--- config.mk ---
export PLATFORM = sky130hd
export DESIGN_NAME = dlfloat16_fpu_issue
export DESIGN_NICKNAME = d
export VERILOG_FILES = /design/src/rtl/dlfloat16_pkg.sv /design/src/rtl/dlfloat16_rsp_fifo.sv /design/src/rtl/dlfloat16_fpu_issue.sv
export SDC_FILE = /design/constraint.sdc
export NUM_CORES = 1
export LEC_CHECK = 0
export CAP_MARGIN = 20
export CELL_PAD_IN_SITES_DETAIL_PLACEMENT = 0
export CELL_PAD_IN_SITES_GLOBAL_PLACEMENT = 2
export CORE_MARGIN = 4
export CORE_UTILIZATION = 39
export DETAILED_ROUTE_END_ITERATION = 10
export PLACE_DENSITY = 0.92
export SYNTH_ARGS = -nofsm -noshare
export SYNTH_HDL_FRONTEND = slang
export SYNTH_HIERARCHICAL = 1
export SYNTH_SLANG_ARGS = --single-unit
--- constraint.sdc ---
create_clock -name clk -period 8.9 [get_ports clk]
set_input_delay 0.89 -clock clk [delete_from_list [all_inputs] [get_ports clk]]
set_output_delay 0.89 -clock clk [all_outputs]
set_load 0.005 [all_outputs]
--- src/rtl/dlfloat16_pkg.sv ---
// Shared definitions for the DLFloat16 add/sub issue block.
//   DLF16_NAN      : all-ones DLFloat16 pattern treated as NaN by the issue filter
//   ENA_ADDSUB     : 4-bit enable opcode selecting the add/sub unit
//   ENA_IDLE       : enable opcode when nothing is issued
//   EXC_*          : bit positions in the 5-bit exception vector
//   rsp_entry_t    : one response FIFO entry {result, exc, tag}
package dlfloat16_pkg;

  localparam logic [15:0] DLF16_NAN  = 16'hFFFF;
  localparam logic [3:0]  ENA_ADDSUB = 4'b0001;
  localparam logic [3:0]  ENA_IDLE   = 4'b0000;

  localparam int EXC_W         = 5;
  localparam int EXC_INVALID   = 4;
  localparam int EXC_INEXACT   = 3;
  localparam int EXC_OVERFLOW  = 2;
  localparam int EXC_UNDERFLOW = 1;
  localparam int EXC_DIV_ZERO  = 0;

  // Exception vector reported for a request that was filtered instead of issued.
  localparam logic [EXC_W-1:0] EXC_NAN_BYPASS = 5'b10000;

  // Tag width carried in the FIFO entry; the top-level TAG_W is expected to match.
  localparam int RSP_TAG_W = 4;

  typedef struct packed {
    logic [15:0]          result;
    logic [EXC_W-1:0]     exc;
    logic [RSP_TAG_W-1:0] tag;
  } rsp_entry_t;

endpackage

--- src/rtl/dlfloat16_rsp_fifo.sv ---
// Synchronous response FIFO of rsp_entry_t with wrap-bit pointers.
// Ports:
//   clk, rst_n    : clock, asynchronous active-low reset (pointers only)
//   i_push        : write i_push_data at the tail
//   i_push_data   : entry to write
//   i_pop         : remove the head entry (ignored when empty)
//   o_head        : current head entry (undefined when empty)
//   o_empty       : no entries stored
//   o_full        : DEPTH entries stored
//   o_count       : current occupancy, 0..DEPTH
module dlfloat16_rsp_fifo
  import dlfloat16_pkg::*;
#(
  parameter int DEPTH = 4,
  localparam int AW = $clog2(DEPTH),
  localparam int CW = AW + 1
) (
  input  logic          clk,
  input  logic          rst_n,
  input  logic          i_push,
  input  rsp_entry_t    i_push_data,
  input  logic          i_pop,
  output rsp_entry_t    o_head,
  output logic          o_empty,
  output logic          o_full,
  output logic [CW-1:0] o_count
);

  rsp_entry_t  r_mem [DEPTH];
  logic [AW:0] r_wr_ptr;
  logic [AW:0] r_rd_ptr;
  logic        w_pop;

  // Same index with differing wrap bits means the write pointer lapped the read pointer.
  assign o_empty = (r_wr_ptr == r_rd_ptr);
  assign o_full  = (r_wr_ptr[AW-1:0] == r_rd_ptr[AW-1:0]) && (r_wr_ptr[AW] != r_rd_ptr[AW]);
  assign o_count = r_wr_ptr - r_rd_ptr;
  assign o_head  = r_mem[r_rd_ptr[AW-1:0]];
  assign w_pop   = i_pop & ~o_empty;

  always_ff @(posedge clk or negedge rst_n) begin
    if (!rst_n) begin
      r_wr_ptr <= '0;
      r_rd_ptr <= '0;
    end else begin
      if (i_push) r_wr_ptr <= r_wr_ptr + 1'b1;
      if (w_pop)  r_rd_ptr <= r_rd_ptr + 1'b1;
    end
  end

  always_ff @(posedge clk) begin
    if (i_push) r_mem[r_wr_ptr[AW-1:0]] <= i_push_data;
  end

  // The issuer's credit scheme must never let a capture land on a full FIFO.
  a_no_overflow: assert property (@(posedge clk) disable iff (!rst_n) !(i_push && o_full));

endmodule

--- src/rtl/dlfloat16_fpu_issue.sv ---
// Initiator side of the DLFloat16 add/sub datapath.
// Accepts tagged requests, registers operands into the add/sub unit with a
// one-cycle ENA_ADDSUB pulse, tracks the fixed FPU_LAT result latency with a
// tag pipe, captures {result, exceptions} into an in-order response FIFO and
// keeps sticky exception flags of everything popped.
// Optional build macro: DLF16_ISSUE_NAN_FILTER_EN -- requests with an operand
// equal to 16'hFFFF are accepted but not issued; they return FFFF / 5'b10000
// in order through the same pipe.
// Ports:
//   clk, rst_n                  : clock, asynchronous active-low reset
//   i_req_valid/o_req_ready     : request handshake (ready from credit counts only)
//   i_req_op, i_req_a, i_req_b  : 0=add/1=sub, DLFloat16 operands
//   i_req_tag                   : returned unchanged with the response
//   o_fpu_a/o_fpu_b/o_fpu_op    : registered operands/op to the add/sub unit
//   o_fpu_ena                   : ENA_ADDSUB for one cycle per issue, else ENA_IDLE
//   i_fpu_c_out, i_fpu_exc      : add/sub result (bits[15:0]) and exceptions
//   o_rsp_valid/i_rsp_ready     : response handshake
//   o_rsp_result/exc/tag        : FIFO head (zero when empty)
//   o_flags, i_clr_flags        : sticky OR of popped exceptions, synchronous clear
module dlfloat16_fpu_issue
  import dlfloat16_pkg::*;
#(
  parameter int FPU_LAT   = 1,
  parameter int RSP_DEPTH = 4,
  parameter int TAG_W     = RSP_TAG_W
) (
  input  logic             clk,
  input  logic             rst_n,
  input  logic             i_req_valid,
  output logic             o_req_ready,
  input  logic             i_req_op,
  input  logic [15:0]      i_req_a,
  input  logic [15:0]      i_req_b,
  input  logic [TAG_W-1:0] i_req_tag,
  output logic [15:0]      o_fpu_a,
  output logic [15:0]      o_fpu_b,
  output logic             o_fpu_op,
  output logic [3:0]       o_fpu_ena,
  input  logic [31:0]      i_fpu_c_out,
  input  logic [4:0]       i_fpu_exc,
  output logic             o_rsp_valid,
  input  logic             i_rsp_ready,
  output logic [15:0]      o_rsp_result,
  output logic [4:0]       o_rsp_exc,
  output logic [TAG_W-1:0] o_rsp_tag,
  output logic [4:0]       o_flags,
  input  logic             i_clr_flags
);

  localparam int CW = $clog2(RSP_DEPTH) + 1;

  logic             w_accept;
  logic             w_nan_req;
  logic             w_cap;
  logic             w_pop;
  logic [CW-1:0]    w_occ;
  logic [CW:0]      w_credit_sum;
  logic             w_fifo_empty;
  logic             w_fifo_full;
  rsp_entry_t       w_push_entry;
  rsp_entry_t       w_head;
  logic             w_unused;

  logic [15:0]      r_fpu_a;
  logic [15:0]      r_fpu_b;
  logic             r_fpu_op;
  logic [3:0]       r_fpu_ena;
  logic [CW-1:0]    r_inflight;
  logic [4:0]       r_flags;

  // Stage 0 coincides with the o_fpu_ena cycle; stage FPU_LAT is the cycle the
  // add/sub result is valid and gets captured.
  logic [FPU_LAT:0] r_vld_p;
  logic [FPU_LAT:0] r_byp_p;
  logic [TAG_W-1:0] r_tag_p [FPU_LAT+1];

`ifdef DLF16_ISSUE_NAN_FILTER_EN
  assign w_nan_req = (i_req_a == DLF16_NAN) || (i_req_b == DLF16_NAN);
`else
  assign w_nan_req = 1'b0;
`endif

  // Credits count both ops still in the FPU and entries waiting in the FIFO,
  // so every capture is guaranteed a free slot.
  assign w_credit_sum = {1'b0, r_inflight} + {1'b0, w_occ};
  assign o_req_ready  = (w_credit_sum < (CW+1)'(RSP_DEPTH));
  assign w_accept     = i_req_valid & o_req_ready;
  assign w_cap        = r_vld_p[FPU_LAT];
  assign w_pop        = o_rsp_valid & i_rsp_ready;

  always_ff @(posedge clk or negedge rst_n) begin
    if (!rst_n) begin
      r_fpu_a    <= '0;
      r_fpu_b    <= '0;
      r_fpu_op   <= 1'b0;
      r_fpu_ena  <= ENA_IDLE;
      r_vld_p    <= '0;
      r_inflight <= '0;
    end else begin
      r_fpu_ena <= ENA_IDLE;
      if (w_accept && !w_nan_req) begin
        r_fpu_a   <= i_req_a;
        r_fpu_b   <= i_req_b;
        r_fpu_op  <= i_req_op;
        r_fpu_ena <= ENA_ADDSUB;
      end
      r_vld_p    <= {r_vld_p[FPU_LAT-1:0], w_accept};
      r_inflight <= r_inflight + CW'(w_accept) - CW'(w_cap);
    end
  end

  // Tag and bypass bits are qualified by r_vld_p, so they need no reset.
  always_ff @(posedge clk) begin
    r_tag_p[0] <= i_req_tag;
    r_byp_p    <= {r_byp_p[FPU_LAT-1:0], w_nan_req};
    for (int i = 1; i <= FPU_LAT; i++) begin
      r_tag_p[i] <= r_tag_p[i-1];
    end
  end

  // ---- capture stage: FPU result enters the response FIFO ----
  always_comb begin
    w_push_entry.result = r_byp_p[FPU_LAT] ? DLF16_NAN      : i_fpu_c_out[15:0];
    w_push_entry.exc    = r_byp_p[FPU_LAT] ? EXC_NAN_BYPASS : i_fpu_exc;
    w_push_entry.tag    = RSP_TAG_W'(r_tag_p[FPU_LAT]);
  end

  dlfloat16_rsp_fifo #(
    .DEPTH (RSP_DEPTH)
  ) u_rsp_fifo (
    .clk         (clk),
    .rst_n       (rst_n),
    .i_push      (w_cap),
    .i_push_data (w_push_entry),
    .i_pop       (w_pop),
    .o_head      (w_head),
    .o_empty     (w_fifo_empty),
    .o_full      (w_fifo_full),
    .o_count     (w_occ)
  );

  // Clear takes effect before the OR so a coincident pop leaves only its own exc.
  always_ff @(posedge clk or negedge rst_n) begin
    if (!rst_n) begin
      r_flags <= '0;
    end else if (w_pop) begin
      r_flags <= (i_clr_flags ? 5'b0 : r_flags) | w_head.exc;
    end else if (i_clr_flags) begin
      r_flags <= '0;
    end
  end

  // Head fields are masked so stale storage never shows on the response port.
  assign o_rsp_valid  = ~w_fifo_empty;
  assign o_rsp_result = o_rsp_valid ? w_head.result : 16'h0;
  assign o_rsp_exc    = o_rsp_valid ? w_head.exc    : 5'h0;
  assign o_rsp_tag    = o_rsp_valid ? TAG_W'(w_head.tag) : '0;

  assign o_fpu_a   = r_fpu_a;
  assign o_fpu_b   = r_fpu_b;
  assign o_fpu_op  = r_fpu_op;
  assign o_fpu_ena = r_fpu_ena;
  assign o_flags   = r_flags;

  // Upper result half is outside the DLFloat16 format; full is implied by credits.
  assign w_unused = ^{i_fpu_c_out[31:16], w_fifo_full};

endmodule

==> impl_metrics.tcl, run 1 <==
set metrics [dict create \
    die-area_mm2 0.0180 \
    grt_max_degree 50 \
    syn_avg_cell_area_um2 19.3 \
    path_delay_family "flip-flops" \
    post-cts-setup-buffer-count 0 \
    groute.layer.met1.usage_pct 16.9 \
    cts_hold_buf 0 \
    rows 45 \
    leakage_nw 3.07 \
    p_per_area_mw_per_mm2 187 \
    drt_drc_violations_left 0 \
    ir_worst_vdd_v 0.000135 \
    endpoint_kind "primary output" \
    slew_violations 0 \
    insertion_delay_ns 0.42 \
    globalRouteMet2Util_pct 24.2 \
    htreeDepth 4 \
    crit_chain "ha_1, inv_1, fa_1, xnor2_1, ha_1, nor3_2, and2_2, clkdlybuf4s50_1" \
    cp.required_ns 8.01 \
    yosysWarnings 6 \
    crit_arrival_ns 3.36 \
    fillerInstances 1249 \
    vias 3173 \
    grt_setup_unrepaired "false" \
    syn_area_mm2 0.00622 \
    grtUsageTotal_pct 14.3 \
    start_kind "flip-flop" \
    vias_per_cell 4.63 \
    clockBufferDepth 2 \
    start_util_pct 40.3 \
    finalClockSkew_ns 0.00967 \
    setup-violations-final 0 \
    area_growth_pct 33.2 \
    pre_cts_ws_ns 4.65 \
    synthCells 322 \
    post_route_cells_drive_above_1_share_pct 21.9 \
    cap_violations 0 \
    final_nets 554 \
    fin_cells 686 \
    grt_overflow 0 \
    drt-total-wl_mm 12.3 \
    cts_tree "done" \
    io_pins 148 \
    detail-route-antenna-nets 0 \
    drt-initial-drc-count 170 \
    slowest_delay_ns 0.99 \
    firstDrtPassIters 4 \
    avgRoutedWirePerCell_um 18.0 \
    n_antenna_cell 0 \
    cp.buffers_inverters 2 \
    fmax_mhz 235 \
    status "complete, no violations" \
    dieHeight_um 134 \
    path_class "flip-flop to primary output" \
    die_w_um 134 \
    worst_slew_pin_slew_ns 1.10 \
    final.period_utilization_pct 47.7 \
    use_met3_pct 4.50 \
    finalSetupTns_ns 0 \
    grt_pass1_vias 3454 \
    max_slew_margin_pct 27.0 \
    core_mm2 0.0154 \
    gp_congestion 0.692 \
    cts_resized 0 \
    cts_sinks 157 \
    hold_ws_ns 0.324 \
    ctsRootBufferMaster "clkbuf_16" \
    antenna_found_initial 1 \
    hold_violations 0 \
    post-route-worst-setup-slack_ns 4.65 \
    path_max_fanout 28 \
    hpwl_mm 8.15 \
    path_common_cell "ha_1" \
    cts_buffers 17 \
    clk_pin_slew_ns 0.06 \
    busiest_layer "met2" \
    grt_pass1_wl_mm 19.0 \
    min_path_type "input port to asynchronous set/reset pin" \
    portBuffers 128 \
    critPathSlowestCell "dfrtp_2" \
    final_util_pct 53.7 \
    dp.cells 653 \
    period_minus_slack_ns 4.25 \
]
[power by group]
| part | internal [mW] | total (mW) | switching [mW] |
|---|---|---|---|
| clock network | 0.451 | 0.733 | 0.282 |
| registers | 0.778 | 0.779 | 0.000966 |
| logic | 0.0248 | 0.0374 | 0.0126 |
| total | 1.25 | 1.55 | 0.295 |
[placed cells by master (no fill, tap or decap), types with 2 or more instances in the layout]
cell type	count
edfxtp_1	100
clkinvlp_4	3
mux4_2	25
conb_1	3
xor2_1	2
clkbuf_1	2
inv_6	2
fa_1	2
mux2_2	4
clkinv_4	3
mux2_4	30
inv_1	16
clkdlybuf4s50_1	127
dfxtp_1	8
and2_1	4
ha_1	11
nor2b_1	26
dfrtp_1	48
bufinv_16	3
buf_4	6
nand2_1	9
clkbuf_16	17
xnor2_1	4
o21ai_0	7
[cell type report]
| class | instances | area, µm² | share of cell area (%) |
|---|---|---|---|
| clock buffers | 20 | 447 | 5.39 |
| clock inverters | 12 | 161 | 1.95 |
| inverters | 16 | 60.1 | 0.724 |
| multi-input cells | 135 | 1630 | 19.6 |
| flip-flops and latches | 157 | 4390 | 53.0 |
| well taps | 211 | 264 | 3.18 |
| repair buffers | 135 | 1340 | 16.2 |
[worst paths after layout]
| path | end | depth (start not counted) | from | slack [ns] |
|---|---|---|---|---|
| max reg2reg | r_inflight[2] | 11 | u_rsp_fifo/r_rd_ptr[0] | 4.74 |
| min in group clk | r_tag_p[0][5] | 0 | r_tag_p[0][1] | 0.33 |
| max in group asynchronous | u_rsp_fifo/r_rd_ptr[0] | 2 | rst_n | 8.08 |
| min | o_fpu_a[6] | 1 | rst_n | 0.32 |
| max | o_req_ready | 8 | u_rsp_fifo/r_rd_ptr[0] | 4.65 |
| min reg2reg | r_tag_p[0][5] | 0 | r_tag_p[0][1] | 0.33 |
[stage by stage]
step / total power [mW] / cell area, µm²
2_1_floorplan: 0.796 / 6230
3_3_place_gp: 0.829 / 7660
3_5_place_dp: 0.831 / 7660
4_1_cts: 1.57 / 8270
5_1_grt: 1.61 / 8290
6_report: 1.55 / 8290
[state kept, by name, summed over array words and instances, names as in the netlist]
register and cells:
u_rsp_fifo/r_rd_ptr 3, o_flags 5, u_rsp_fifo/r_wr_ptr 3, r_inflight 3, o_fpu_a 16, r_tag_p 8, o_fpu_op 1, o_fpu_b 16
r_vld_p 2, u_rsp_fifo/r_mem 100
[metal layers]
metal | share of wire [%] | wire, µm
met1 | 39 | 4870
met2 | 54 | 6720
met3 | 4.3 | 529
met4 | 1.7 | 213
met5 | 0.097 | 12
(Power assumes the default switching activity.)
==> inputs of run 2 (changes only) <==
- CORE_UTILIZATION: 39 -> 32
- PLACE_DENSITY: 0.92 -> 0.82
- clock period: 8.9 -> 3.5 ns (I/O delays scaled with it)
==> impl_metrics.tcl, run 2 (synthesized netlist as in run 1, its figures left out) <==
set metrics [dict create \
    cts_tree "done" \
    p_sw_mw 0.741 \
    grt_overflow 0 \
    drt-total-wl_mm 12.1 \
    insertion_delay_ns 0.42 \
    path_class "flip-flop to primary output" \
    grt_pass1_vias 3445 \
    seqPwrFrac_pct 52.3 \
    finalClockSkew_ns 0.0108 \
    die-area_mm2 0.0217 \
    max_slew_margin_pct 40.7 \
    path_max_fanout 17 \
    hold_ws_ns 0.329 \
    start_kind "flip-flop" \
    finalSetupTns_ns 0 \
    grtUsageTotal_pct 11.7 \
    crit_arrival_ns 2.86 \
    htreeDepth 4 \
    rows 50 \
    io_pins 148 \
    intPower_mw 3.05 \
    dp.cells 704 \
    die_w_um 147 \
    grt_pass1_wl_mm 19.2 \
    leakage_nw 3.07 \
    hpwl_mm 8.18 \
    min_path_type "flip-flop to flip-flop" \
    gp_congestion 0.713 \
    slowest_delay_ns 0.70 \
    sw_frac_of_total_pct 19.6 \
    p_comb_share_pct 2.5 \
    clk_pin_slew_ns 0.06 \
    portBuffers 128 \
    avgRoutedWirePerCell_um 16.4 \
    vias 3170 \
    largest_register_ff_count 100 \
    final_cell_mix "clkdlybuf4s50_1, edfxtp_1, dfrtp_1" \
    area_growth_pct 34.0 \
    firstDrtPassIters 4 \
    grt_setup_unrepaired "false" \
    ctsRootBufferMaster "clkbuf_16" \
    final_common_cell "clkdlybuf4s50_1" \
    worst_slew_pin_slew_ns 0.888 \
    clockBufferDepth 2 \
    cap_violations 0 \
    cts_resized 0 \
    fin_cells 738 \
    grt_max_degree 50 \
    n_antenna_cell 0 \
    critPathSlowestCell "nor2_2" \
    vias_per_cell 4.30 \
    cp.required_ns 3.15 \
    antenna_found_initial 1 \
    post_route_cells_drive_above_1_share_pct 22.2 \
    core_mm2 0.0189 \
    hold_violations 0 \
    final.period_utilization_pct 91.7 \
    status "complete, no violations" \
    setup-violations-final 0 \
    slew_violations 0 \
    ir_worst_vdd_v 0.000335 \
    clkPwrFrac_pct 45.2 \
    crit_chain "inv_1, ha_1, nand2_1, nor2_2, buf_4, nor2b_1, clkdlybuf4s50_1" \
    endpoint_kind "primary output" \
    drt-initial-drc-count 86 \
    detail-route-antenna-nets 0 \
    cts_buffers 17 \
    dieHeight_um 147 \
    fmax_mhz 311 \
    drt_drc_violations_left 0 \
    start_util_pct 32.9 \
    period_minus_slack_ns 3.21 \
    final_nets 557 \
    cts_sinks 157 \
    p_per_area_mw_per_mm2 454 \
]
## run 2: cell count changes in the layout (fill, tap and decap cells not counted), sizes merged
cell and delta:
clkinvlp -1, clkinv -1, bufinv -2, buf +2, dlygate4sd3 +1, inv +4
## run 2: worst paths after layout
check	startpoint	to	slack [ns]	cells after the start
setup / recovery	u_rsp_fifo/r_wr_ptr[0]	o_rsp_exc[2]	0.29	7
hold / removal	r_tag_p[0][0]	r_tag_p[0][4]	0.33	0
setup reg to reg	u_rsp_fifo/r_wr_ptr[0]	r_inflight[1]	0.61	12
hold reg to reg	r_tag_p[0][0]	r_tag_p[0][4]	0.33	0
max in group asynchronous	rst_n	u_rsp_fifo/r_rd_ptr[0]	2.64	3
min in group asynchronous	rst_n	o_fpu_b[6]	0.35	2
## run 2: power by group through the flow
| stage | Clock (mW) | Combinational (mW) | Sequential, mW |
|---|---|---|---|
| floorplan | 0 | 0.00412 | 2.02 |
| global placement | 0 | 0.0898 | 2.02 |
| detailed placement | 0 | 0.0925 | 2.02 |
| CTS | 1.77 | 0.0927 | 1.98 |
| global route | 1.85 | 0.104 | 1.98 |
| finish | 1.71 | 0.0945 | 1.98 |
## run 2: repair_timing
action                    in CTS  in global routing
hold endpoints to repair       0                 11
hold buffers                   0                  1
setup buffers                  0                  0
## run 2: stage by stage
stage | setup slack (ns) | area [µm²] | utilization (%) | total power, mW
2_1_floorplan | 0.505 | 6230 | - | 2.02
6_report | 0.290 | 8340 | 44.1 | 3.79
3_5_place_dp | 0.595 | 7750 | 41.0 | 2.11
4_1_cts | 0.150 | 8310 | 44.0 | 3.84
5_1_grt | 0.0436 | 8340 | 44.1 | 3.94
3_3_place_gp | 0.622 | 7750 | 41.0 | 2.11
## run 2: worst max-delay path, delay by kind of cell, from the launching register on
kind / cells / cell delay, ns
fa+ha+maj: 1 / 0.30
flops: 1 / 0.40
simple gates: 3 / 0.89
buf+inv: 3 / 0.84
## run 2: routing by layer
layer / vias up / global-route usage, % / share of wire, %
met5: - / 0 / 0.16
met4: 2 / 4.71 / 1.9
met3: 19 / 4.11 / 5.0
met2: 67 / 19.3 / 52
met1: 1612 / 14.1 / 41
li1: 1470 / - / -
## run 2: cell type report
class | instances | area [µm²]
fill | 1699 | 10600
sequential | 157 | 4390
multi-input combinational | 135 | 1630
timing repair buffer | 138 | 1380
clock buffer | 20 | 447
tap | 260 | 325
clock inverter | 12 | 109
inverter | 16 | 60.1
